===== config.mk =====
export PLATFORM = sky130hd
export DESIGN_NAME = uart_sync_fifo
export DESIGN_NICKNAME = d
export VERILOG_FILES = /design/src/rtl/uart_sync_fifo.sv
export SDC_FILE = /design/constraint.sdc
export NUM_CORES = 1
export LEC_CHECK = 0
export ABC_AREA = 1
export CAP_MARGIN = 0
export CORE_MARGIN = 8
export CORE_UTILIZATION = 66
export CTS_BUF_LIST = sky130_fd_sc_hd__clkbuf_2
export DETAILED_ROUTE_END_ITERATION = 6
export HOLD_SLACK_MARGIN = 0.03
export PLACE_DENSITY = 0.88
export SLEW_MARGIN = 10
export SYNTH_ARGS = -nofsm -noshare
export SYNTH_HDL_FRONTEND = slang
export SYNTH_SLANG_ARGS = --single-unit

===== constraint.sdc =====
create_clock -name clk -period 4.1 [get_ports clk]
set_input_delay 0.41 -clock clk [delete_from_list [all_inputs] [get_ports clk]]
set_output_delay 0.41 -clock clk [all_outputs]
set_load 0.01 [all_outputs]

===== src/rtl/uart_sync_fifo.sv =====
// Synchronous UART TX/RX buffer: FWFT (0-cycle) or registered (1-cycle) read, level and threshold flags.
// A write at full is taken only alongside an accepted read; rejected reads/writes set sticky error flags.
module uart_sync_fifo #(
  parameter int DATA_WIDTH          = 8,
  parameter int ADDR_WIDTH          = 4,
  parameter int FWFT                = 1,
  parameter int ALMOST_FULL_THRESH  = 14,
  parameter int ALMOST_EMPTY_THRESH = 2
) (
  input  logic                  clk,
  input  logic                  rst_n,
  input  logic                  i_flush,
  input  logic                  i_clr_err,
  input  logic                  i_wr_en,
  input  logic [DATA_WIDTH-1:0] i_wr_data,
  output logic                  o_full,
  output logic                  o_almost_full,
  output logic                  o_overflow,
  input  logic                  i_rd_en,
  output logic [DATA_WIDTH-1:0] o_rd_data,
  output logic                  o_rd_valid,
  output logic                  o_empty,
  output logic                  o_almost_empty,
  output logic                  o_underflow,
  output logic [ADDR_WIDTH:0]   o_level
);

  localparam int DEPTH = 2 ** ADDR_WIDTH;
  localparam logic [ADDR_WIDTH:0] LVL_FULL = (ADDR_WIDTH + 1)'(DEPTH);
  localparam logic [ADDR_WIDTH:0] LVL_AF   = (ADDR_WIDTH + 1)'(ALMOST_FULL_THRESH);
  localparam logic [ADDR_WIDTH:0] LVL_AE   = (ADDR_WIDTH + 1)'(ALMOST_EMPTY_THRESH);
  localparam logic [ADDR_WIDTH:0] LVL_ONE  = (ADDR_WIDTH + 1)'(1);
  localparam logic [ADDR_WIDTH-1:0] PTR_ONE = ADDR_WIDTH'(1);

  if (ALMOST_FULL_THRESH <= 0 || ALMOST_FULL_THRESH > DEPTH) begin : g_bad_af
    $error("uart_sync_fifo: ALMOST_FULL_THRESH out of range");
  end
  if (ALMOST_EMPTY_THRESH < 0 || ALMOST_EMPTY_THRESH >= DEPTH) begin : g_bad_ae
    $error("uart_sync_fifo: ALMOST_EMPTY_THRESH out of range");
  end

  logic [DATA_WIDTH-1:0] mem [DEPTH];
  logic [ADDR_WIDTH-1:0] wr_ptr;
  logic [ADDR_WIDTH-1:0] rd_ptr;
  logic [ADDR_WIDTH:0]   level;
  logic                  overflow_q;
  logic                  underflow_q;
  logic                  rd_acc;
  logic                  wr_acc;
  logic                  ovf_set;
  logic                  udf_set;

  // Flags decode only the registered level, never same-cycle requests.
  assign o_full         = (level == LVL_FULL);
  assign o_empty        = (level == '0);
  assign o_almost_full  = (level >= LVL_AF);
  assign o_almost_empty = (level <= LVL_AE);
  assign o_level        = level;
  assign o_overflow     = overflow_q;
  assign o_underflow    = underflow_q;

  assign rd_acc  = i_rd_en && !o_empty;
  assign wr_acc  = i_wr_en && (!o_full || rd_acc);
  assign ovf_set = i_wr_en && !wr_acc && !i_flush;
  assign udf_set = i_rd_en && !rd_acc && !i_flush;

  // Storage is deliberately not reset.
  always_ff @(posedge clk) begin
    if (rst_n && !i_flush && wr_acc) begin
      mem[wr_ptr] <= i_wr_data;
    end
  end

  always_ff @(posedge clk) begin
    if (!rst_n || i_flush) begin
      wr_ptr <= '0;
      rd_ptr <= '0;
      level  <= '0;
    end else begin
      if (wr_acc) wr_ptr <= wr_ptr + PTR_ONE;
      if (rd_acc) rd_ptr <= rd_ptr + PTR_ONE;
      if (wr_acc && !rd_acc) begin
        level <= level + LVL_ONE;
      end else if (rd_acc && !wr_acc) begin
        level <= level - LVL_ONE;
      end
    end
  end

  // A new error in the same cycle as a clear wins over the clear.
  always_ff @(posedge clk) begin
    if (!rst_n) begin
      overflow_q  <= 1'b0;
      underflow_q <= 1'b0;
    end else begin
      if (ovf_set)        overflow_q <= 1'b1;
      else if (i_clr_err) overflow_q <= 1'b0;
      if (udf_set)        underflow_q <= 1'b1;
      else if (i_clr_err) underflow_q <= 1'b0;
    end
  end

  if (FWFT != 0) begin : g_fwft
    assign o_rd_data  = mem[rd_ptr];
    assign o_rd_valid = !o_empty;
  end else begin : g_reg_rd
    logic [DATA_WIDTH-1:0] rd_data_q;
    logic                  rd_valid_q;

    always_ff @(posedge clk) begin
      if (!rst_n) begin
        rd_data_q  <= '0;
        rd_valid_q <= 1'b0;
      end else if (i_flush) begin
        rd_valid_q <= 1'b0;
      end else begin
        rd_valid_q <= rd_acc;
        if (rd_acc) rd_data_q <= mem[rd_ptr];
      end
    end

    assign o_rd_data  = rd_data_q;
    assign o_rd_valid = rd_valid_q;
  end

endmodule


== Yosys cells after proc, flatten, opt, wreduce, memory -nomap -nowiden ==
Memories as Yosys holds them, arrays and structs flattened. A register that Yosys moved wholly into a read port is not among the register bits.
Index checks and enable logic that the tools add are counted.
Storage, ports and cells
  register bits: 15
  memory bits (writable): 128
  bits of input ports: 14
  memories kept: 1
Operators by class
  add/sub/neg operators: 4
  $lt $le $gt $ge: 2
  equality and inequality tests: 1
  muxes and demuxes: 9
  reductions and logical operators: 22
Memory list
  mem: words 16, width 8, rd ports 1, clocked after Yosys merged registers in 1, wr ports 1, RTL line 42  | logic [DATA_WIDTH-1:0] mem [DEPTH];
Operators by type and width (number)
  1-bit logical AND: 10
  5-bit two-way mux: 2
  4-bit by 1-bit adder with 4-bit output (second input constant): 2
  4-bit two-way mux: 2
  1-bit zero test: 6
  2-bit nonzero test: 3
  5-bit by 1-bit adder with 5-bit output (second input constant): 1
  5-bit equality test (second input constant): 1
  5-bit by 4-bit >= comparator with 1-bit output (second input constant): 1
  5-bit by 2-bit less-or-equal comparator with 1-bit output (second input constant): 1
  5-bit zero test: 1
  1-bit two-way mux: 5
  5-bit by 1-bit subtractor with 5-bit output (second input constant): 1
  1-bit logical OR: 2

== Depth between registers and ports, before layout ==
  depth in word-level cells: 9
  gate-level depth with buffers: 14
  gate-level depth less buffers: 14

== Least setup slack after synthesis ==
No wires, ideal clock.
  path kind: reg-to-reg
  from: reg level[1], in the netlist o_level[1]
  to: reg level[3], in the netlist o_level[3]
  library setup time: 115 ps
  arrival: 2071 ps
  required time: 3985 ps
  path slack: 1913 ps
  stages on the path, launching flop included: 14
  buffers on the path: 0
  clock period less this slack: 2187 ps
  cells stage by stage: dfxtp_1 -> nor2_1 -> nand4_1 -> nand2_2 -> inv_2 -> ha_1 -> inv_1 -> ha_1 -> a21oi_1 -> nand2_1 -> nand2_1 -> nand2_1 -> o21ai_0 -> inv_1
Between the ends
  cells in the longest elaborated chain, start to end: 8
  elaborated cells between the ends (all ways): 16
  those cells by class: add/sub: 2; eq/ne: 1; mux: 2; reduce/logical: 11
RTL lines
  start: declaration: RTL line 45  | logic [ADDR_WIDTH:0] level;
  start signal: assignment: RTL line 83  | level <= level + LVL_ONE;
  start signal: assignment: RTL line 85  | level <= level - LVL_ONE;
  5-bit zero test: RTL line 55  | assign o_empty = (level == '0);
  1-bit zero test: RTL line 62  | assign rd_acc = i_rd_en && !o_empty;
  1-bit logical AND: RTL line 62
  1-bit logical OR (*): RTL line 63  | assign wr_acc = i_wr_en && (!o_full || rd_acc);
  1-bit logical AND (*): RTL line 63
  via wr_acc: RTL line 49  | logic wr_acc;
  1-bit zero test: RTL line 84  | end else if (rd_acc && !wr_acc) begin
  1-bit logical AND: RTL line 84
  2-bit nonzero test (no line)
Mark *: on every way through the listed nets, which the timed path passes. The rest lies on a longest branch. The select of a mux whose other input is x is not followed.
A chain may end at the register's enable or synchronous reset.

==> impl_metrics.json <==
{
  "outcome": "complete, no violations",
  "vias": 4340,
  "setup_viol": 0,
  "yosysTopAreaCellShare_pct": 61.3,
  "cp_max_fo": 56,
  "clk_pin_slew_ns": 0.19,
  "die_area_mm2": 0.0129,
  "drc": 0,
  "design_area_mm2": 0.00690,
  "tns_ns": 0,
  "worstPathRequired_ns": 3.69,
  "drv_slew": 0,
  "die_h_um": 113,
  "avgSynthCellArea_um2": 10.8,
  "maxCapViolations": 0,
  "ys_warn_count": 0,
  "ant_nets": 0,
  "avgRoutedWirePerCell_um": 17.9,
  "hold_violations": 0,
  "critPathCaptureType": "output pin",
  "dpl_cell_area_mm2": 0.00663,
  "antenna_found_initial": 0,
  "drive_gt1_share_pct": 7.42,
  "post_cts_resized": 0,
  "startpoint_type": "register",
  "grt_max_degree": 58,
  "drtIter0Drc": 468,
  "layout_commonest_cell": "edfxtp_1",
  "cts_max_level": 4,
  "ys_ff_latch": 147,
  "grt_pass1_vias": 4250,
  "ctsHoldBuffers": 0,
  "die_w_um": 113,
  "fp-row-count": 35,
  "place_hpwl_mm": 8.62,
  "syn_nets": 603,
  "post-route-util_pct": 74.7,
  "clock_latency_ns": 0.67,
  "synth_top_cell_by_area": "edfxtp_1",
  "yosysSeqAreaShare_pct": 67.3,
  "fmax_mhz": 292,
  "cts_buffers": 17,
  "syn_area_mm2": 0.00627,
  "drtPass1Iterations": 5,
  "finClkSkew_ns": 0.0267,
  "place.gp.congestion": 0.821,
  "viasPerCell": 5.79,
  "dp_cells": 717,
  "fin_nets": 631,
  "synth_area_leaders": "edfxtp_1 (61%), nand2_1 (7.0%), dfxtp_1 (6.1%), nor2_1 (5.2%), nand3_1 (5.0%)",
  "cts.sinks": 147,
  "worst_hold_path_type": "input port to register",
  "grt_use_total_pct": 21.4,
  "antenna_cells": 0,
  "post_cts_buffers": 0,
  "maxSlewHeadroom_pct": 35.1,
  "critical_path_class": "register to output pin",
  "worstPathArrival_ns": 3.01,
  "core_mm2": 0.00924,
  "root_buffer": "clkbuf_2",
  "period_share_pct": 83.4,
  "port-buffer-count": 33,
  "area_delta_synth_final_pct": 9.99,
  "final_cell_mix": "edfxtp_1 (128), nand2_1 (117), nor2_1 (87)",
  "finalNonFillerCells": 749,
  "fin_crit_ns": 3.42,
  "yosysUniqueCellTypes": 25,
  "worst_pin_slew_ns": 0.973,
  "peakVddDrop_v": 0.000316,
  "synth_cells": 579,
  "initial_core_util_pct": 67.9,
  "cts_tree": "yes",
  "grt-ovfl-total": 0,
  "clk_path_buf_depth": 2,
  "rsz0062_at_grt": "no",
  "power_density_mw_per_mm2": 430,
  "drt_wl_total_mm": 13.4,
  "pin_count": 34,
  "grt_pass1_wl_mm": 21.0,
  "p_leak_uw": 0.00256
}
[critical path, cell delays in order, from the launching register on]
cell             delay, ns
dfxtp_1               0.46
inv_2                 0.74
o211ai_1              0.23
nand3_1               0.14
nand3_1               0.11
nand2_1               0.11
clkdlybuf4s50_1       0.55
[cell type report]
type                            count  area, um2
Clock buffer                       21        105
Tap cell                          129        161
Multi-Input combinational cell    360       1720
Clock inverter                     11        161
Inverter                           45        169
Fill cell                         574       2340
Timing Repair Buffer               36        353
Sequential cell                   147       4230
[synthesized netlist by cell type]
master and number:
clkbuf_2 1, ha_1 9, nand3_1 63, buf_4 6, o211ai_1 20, nand4_1 2
xnor2_1 2, nand2_1 117, o31ai_1 1, fa_1 1, edfxtp_1 128, nor2_2 1
inv_2 3, nor2_1 87, nand3_2 1, clkbuf_1 6, nand2_2 6, buf_2 12
o21ai_1 6, buf_6 2, inv_1 42, xor2_1 5, o21ai_0 29, a21oi_1 10
dfxtp_1 19
[metal layers]
| layer | track usage (%) | vias to the layer above | wire (um) |
|---|---|---|---|
| met3 | 6.44 | 39 | 1470 |
| met2 | 33.0 | 269 | 6270 |
| met1 | 26.8 | 2002 | 5270 |
| met4 | 11.3 | 0 | 401 |
| li1 | - | 2030 | - |
| met5 | 0 | - | 0 |
[sequential cells by signal, indices dropped and copies added, names as in the netlist, named ones only]
| register | flops |
|---|---|
| mem | 128 |
| o_level | 5 |
| o_overflow | 1 |
| o_underflow | 1 |
| rd_ptr | 4 |
| wr_ptr | 4 |
[power breakdown]
part / switching (uW) / internal (uW)
registers: 23.2 / 1640
logic: 247 / 165
clock network: 480 / 407
[kinds of logic (layout without fill, tap and decap cells)]
logic type | count (synthesis) | in the layout | share of synthesized area, %
simple gates | 277 | 277 | 18.3
compound gates | 66 | 66 | 6.10
fa+ha+maj | 10 | 10 | 2.11
flops | 147 | 147 | 67.3
buf+inv | 72 | 113 | 5.17
xor+xnor | 7 | 7 | 0.977
[final timing paths]
kind               start      endpoint  slack (ns)  cells past startpoint
max             register  o_rd_data[2]        0.68                      6
min            i_clr_err   o_underflow        0.35                      4
max reg2reg   o_level[1]    o_level[3]        1.61                     13
min reg2reg  o_underflow   o_underflow        0.51                      2
[stage by stage]
step                      power [uW]  hold slack [ns]  worst slack [ns]
after global placement          2090            0.481              1.43
final                           2960            0.349             0.680
after floorplan                 1950            0.472              1.91
after global routing            3070            0.301             0.442
after CTS                       2960            0.308             0.654
after detailed placement        2100            0.477              1.33
Power figures use the tool's default switching activity.
